$ cat src/rtl/hazard_unit.sv
// hazard_unit: stall, flush and forward control for the five-stage MIPS core.
// Define HAZARD_FWD_EN for forwarding; otherwise it is a full RAW interlock.
module hazard_unit #(
  parameter int unsigned MD_CYCLES = 32
) (
  input  logic       clk,
  input  logic       reset,
  input  logic [4:0] rsD,
  input  logic [4:0] rtD,
  input  logic       branchD,
  input  logic       jumpD,
  input  logic       pcsrcD,
  input  logic [4:0] writeregE,
  input  logic       regwriteE,
  input  logic       memtoregE,
  input  logic       mdstartE,
  output logic       stallF,
  output logic       stallD,
  output logic       flushD,
  output logic       flushE,
  output logic       forwardAD,
  output logic       forwardBD,
  output logic [1:0] forwardAE,
  output logic [1:0] forwardBE,
  output logic       mdbusy
);

  typedef enum logic {
    MD_IDLE,
    MD_BUSY
  } md_state_e;

  localparam logic [5:0] CNT_INIT = 6'(MD_CYCLES - 1);

  md_state_e  state_q, state_d;
  logic [5:0] cnt_q, cnt_d;

  logic [4:0] rsE_q, rtE_q;
  logic [4:0] writeregM_q, writeregW_q;
  logic       regwriteM_q, regwriteW_q;
  logic       memtoregM_q;
  logic       stall;

  function automatic logic hit(
    input logic [4:0] a,
    input logic [4:0] b
  );
    return (a != 5'd0) && (a == b);
  endfunction

  always_ff @(posedge clk or negedge reset) begin
    if (!reset) begin
      rsE_q       <= '0;
      rtE_q       <= '0;
      writeregM_q <= '0;
      writeregW_q <= '0;
      regwriteM_q <= 1'b0;
      regwriteW_q <= 1'b0;
      memtoregM_q <= 1'b0;
    end else begin
      rsE_q       <= stall ? 5'd0 : rsD;
      rtE_q       <= stall ? 5'd0 : rtD;
      writeregM_q <= writeregE;
      writeregW_q <= writeregM_q;
      regwriteM_q <= regwriteE;
      regwriteW_q <= regwriteM_q;
      memtoregM_q <= memtoregE;
    end
  end

  always_ff @(posedge clk or negedge reset) begin
    if (!reset) begin
      state_q <= MD_IDLE;
      cnt_q   <= '0;
    end else begin
      state_q <= state_d;
      cnt_q   <= cnt_d;
    end
  end

  // mdstartE cannot legally arrive while busy, so BUSY ignores it
  always_comb begin
    state_d = state_q;
    cnt_d   = cnt_q;
    unique case (state_q)
      MD_IDLE: begin
        if (mdstartE) begin
          state_d = MD_BUSY;
          cnt_d   = CNT_INIT;
        end
      end
      MD_BUSY: begin
        if (cnt_q != 6'd0) begin
          cnt_d = cnt_q - 6'd1;
        end else begin
          state_d = MD_IDLE;
        end
      end
    endcase
  end

  assign mdbusy = (state_q == MD_BUSY);

`ifdef HAZARD_FWD_EN
  logic lwstall;
  logic branchstall;

  assign lwstall = memtoregE
                 & (hit(rsD, writeregE) | hit(rtD, writeregE));

  assign branchstall = branchD
    & ((regwriteE
        & (hit(rsD, writeregE) | hit(rtD, writeregE)))
     | (memtoregM_q
        & (hit(rsD, writeregM_q) | hit(rtD, writeregM_q))));

  assign stall = lwstall | branchstall | mdbusy;

  assign forwardAD = regwriteM_q & hit(rsD, writeregM_q);
  assign forwardBD = regwriteM_q & hit(rtD, writeregM_q);

  always_comb begin
    forwardAE = 2'b00;
    if (regwriteM_q && hit(rsE_q, writeregM_q)) begin
      forwardAE = 2'b10;
    end else if (regwriteW_q && hit(rsE_q, writeregW_q)) begin
      forwardAE = 2'b01;
    end
  end

  always_comb begin
    forwardBE = 2'b00;
    if (regwriteM_q && hit(rtE_q, writeregM_q)) begin
      forwardBE = 2'b10;
    end else if (regwriteW_q && hit(rtE_q, writeregW_q)) begin
      forwardBE = 2'b01;
    end
  end
`else
  logic raw_e;
  logic raw_m;
  logic unused_fwd;

  // W is written in the first half-cycle, so only E and M interlock
  assign raw_e = regwriteE
               & (hit(rsD, writeregE) | hit(rtD, writeregE));
  assign raw_m = regwriteM_q
               & (hit(rsD, writeregM_q) | hit(rtD, writeregM_q));

  assign stall = raw_e | raw_m | mdbusy;

  assign forwardAD = 1'b0;
  assign forwardBD = 1'b0;
  assign forwardAE = 2'b00;
  assign forwardBE = 2'b00;

  assign unused_fwd = ^{branchD, memtoregE, memtoregM_q,
                        rsE_q, rtE_q, writeregW_q, regwriteW_q};
`endif

  assign stallF = stall;
  assign stallD = stall;
  assign flushE = stall;
  assign flushD = (pcsrcD | jumpD) & ~stall;

endmodule

$ cat config.mk
export PLATFORM = sky130hd
export DESIGN_NAME = hazard_unit
export DESIGN_NICKNAME = d
export VERILOG_FILES = /design/src/rtl/hazard_unit.sv
export SDC_FILE = /design/constraint.sdc
export NUM_CORES = 1
export LEC_CHECK = 0
export ABC_AREA = 0
export ABC_CLOCK_PERIOD_IN_PS = 2730
export CORE_MARGIN = 8
export CORE_UTILIZATION = 60
export DETAILED_ROUTE_END_ITERATION = 6
export DONT_BUFFER_PORTS = 1
export PLACE_DENSITY = 0.76
export SLEW_MARGIN = 20
export SYNTH_ARGS = -nofsm -noshare
export SYNTH_HDL_FRONTEND = slang
export SYNTH_SLANG_ARGS = --single-unit
$ cat constraint.sdc
create_clock -name clk -period 2.73 [get_ports clk]
set_input_delay 0.273 -clock clk [delete_from_list [all_inputs] [get_ports clk]]
set_output_delay 0.273 -clock clk [all_outputs]
set_load 0.01 [all_outputs]
==> results.json <==
{
  "outcome": "completed",
  "area_delta_synth_final_pct": 9.13,
  "crit_path_start_kind": "input port",
  "fin_util_pct": 69.8,
  "crit_family": "simple AND/OR/NAND/NOR gates",
  "ys_ff_latch": 13,
  "crit_slowest_cell": "or4_1",
  "die_y_um": 53.0,
  "cp.required_ns": 2.46,
  "tritoncts": "yes",
  "cp_num_buf_inv": 0,
  "fmax_ghz": 0.542,
  "finalSetupTns_ns": 0,
  "synth_cell_types": 26,
  "syn_inst": 85,
  "cp_data_arrival_time_ns": 1.57,
  "grt_max_degree": 14,
  "finalMaxSlewViolations": 0,
  "initial_utilization_pct": 64.0,
  "syn_avg_cell_area_um2": 9.67,
  "synthTopCellsByCount": "xnor2_1, dfrtp_1, buf_4, xor2_1, nor2_1",
  "synth_fa_ha_area_share_pct": 1.52,
  "synthArstFlopShare_pct": 100,
  "core_area_um2": 1280,
  "powerDensity_nw_per_um2": 724,
  "synthXorXnorAreaFrac_pct": 21.3,
  "crit_start": "rtD[1]",
  "path_max_fanout": 3,
  "muxShareOfSynthArea_pct": 0,
  "via_per_inst": 5.69,
  "port-buffer-count": 0,
  "synth_compound_area_share_pct": 10.0,
  "post_cts_resize_count": 0,
  "gp_routability_congestion": 0.755,
  "track_usage_pct": 13.2,
  "cts_root_buf": "clkbuf_4",
  "fin_skew_ns": 0.00299,
  "nets": 118,
  "cts_buffers": 3,
  "ir_drop_v": 0.000596,
  "finalSetupViolations": 0,
  "num_vias": 615,
  "h-tree-depth": 1,
  "syn-cell-area_um2": 822,
  "post_drt_wl_per_cell_um": 16.2,
  "clock_path_buffers": 2,
  "critPathCaptureType": "primary output",
  "dr.pass1.iters": 4,
  "grt_pass1_vias": 602,
  "hold_viol_final": 0,
  "drt_iter0_drc": 5,
  "antenna_left": 0,
  "synthFlopType": "dfrtp_1",
  "post-cts-setup-buffer-count": 0,
  "hold_class": "in2reg",
  "synth_edf_count": 0,
  "synth_top_area_share_pct": 39.6,
  "placed_area_um2": 800,
  "min_period_ns": 1.84,
  "tightest_slew_ns": 0.581,
  "maxSlewHeadroom_pct": 61.1,
  "ys_seq_area_share_pct": 39.6,
  "wl_um": 1750,
  "antenna_cells": 0,
  "clkLatencyLatePin_ns": 0.29,
  "rsz0062_at_grt": "no",
  "synth_top_family_by_area": "XOR/XNOR gates",
  "dieArea_um2": 2810,
  "place_hpwl_um": 1370,
  "critPathMaxStageDelay_ns": 0.52,
  "rows": 13,
  "antenna_found_initial": 0,
  "drv_cap": 0,
  "min_from": "mdstartE",
  "clkSlewWorstSetupHoldPaths_ns": 0.08,
  "drive_gt1_share_pct": 7.53,
  "synthSimpleGateAreaFrac_pct": 18.9,
  "overflow": 0,
  "grt_first_pass_wirelength_um": 2740,
  "yosys.area.top_type": "dfrtp_1",
  "ys_top_cells_by_area": "dfrtp_1, xnor2_1, buf_4",
  "period_share_pct": 67.5,
  "ctsHoldBuffers": 4,
  "cp_cell_sequence": "or4_1 -> nor2_1 -> nor4_1 -> a311oi_2 -> nand2_1",
  "crit_type": "in2out",
  "r2r-start": "cnt_q[0]",
  "final_area_um2": 897,
  "cts_sinks": 13,
  "ios": 34,
  "p_leak_nw": 0.354,
  "synth.most_common_cell": "xnor2_1",
  "drc": 0,
  "ys_warn_count": 0,
  "fp.dieW_um": 53.0
}
[cell families after synthesis]
| family | after synthesis |
|---|---|
| AND/OR/NAND/NOR | 28 |
| XOR/XNOR | 20 |
| flip-flops | 13 |
| AO/OA/AOI/OAI | 12 |
| buffers and inverters | 10 |
| adder cells (fa/ha/maj) | 1 |
| other | 1 |
[through the flow]
step	total power, mW	instances	worst slack (ns)	hold slack [ns]
after floorplan	0.493	90	0.908	-0.0226
after global placement	0.507	97	0.912	-0.0222
after detailed placement	0.518	97	0.904	-0.0222
after CTS	0.650	105	0.898	0.00296
after global routing	0.707	108	0.754	0.206
final	0.650	108	0.886	0.199
[routing by layer]
metal	share of wire, %	track usage, %
met4	0.69	4.31
met5	0	0
met3	11	6.16
met1	41	15.2
met2	47	20.9
[report_power, final]
group	internal (mW)	switching, mW	total [mW]
sequential	0.249	0.0649	0.314
combinational	0.0985	0.116	0.214
clock	0.0545	0.0672	0.122
total	0.402	0.248	0.650
[registers in the layout, indices dropped and copies added, names as in the netlist]
signal       count
mdbusy           1
writeregM_q      5
regwriteM_q      1
cnt_q            6
[area by class of cell]
class                           instances  area [um2]
Clock inverter                          1        5.00
Fill cell                             107         388
Sequential cell                        13         325
Inverter                                2        7.51
Clock buffer                            3        22.5
Timing Repair Buffer                    7        70.1
Multi-Input combinational cell         67         448
Tap cell                               15        18.8
[final timing paths]
check	slack, ns	depth (start not counted)	to
max in group asynchronous	1.93	1	writeregM_q[4]
setup reg to reg	1.08	7	cnt_q[5]
setup / recovery	0.89	5	stallD
min in group asynchronous	0.42	1	writeregM_q[0]
hold reg to reg	0.53	1	cnt_q[5]
hold / removal	0.20	2	cnt_q[4]
[placed cells by master, fill, tap and decap left out, types with 2 or more instances in the layout]
cell type      instances
nand3_1                4
o31ai_1                2
nand4_1                2
or4_1                  2
xnor2_1               14
o21ai_1                4
nor2_1                 5
nand2_1                3
xor2_1                 6
dlygate4sd3_1          7
nand2b_1               2
nor3_1                 2
dfrtp_1               13
inv_1                  2
clkbuf_4               3
a21oi_1                2
conb_1                 6
nor4_1                 4
[worst reg2reg max path: cells and delay by family (launching register included)]
kind,cells,cell delay (ns)
AOI/OAI and AO/OA,2,0.19
adders and majority gates,1,0.23
buffers and inverters,1,0.07
and+or+nand+nor,3,0.65
DFF,1,0.40
Power figures use the tool's default switching activity.
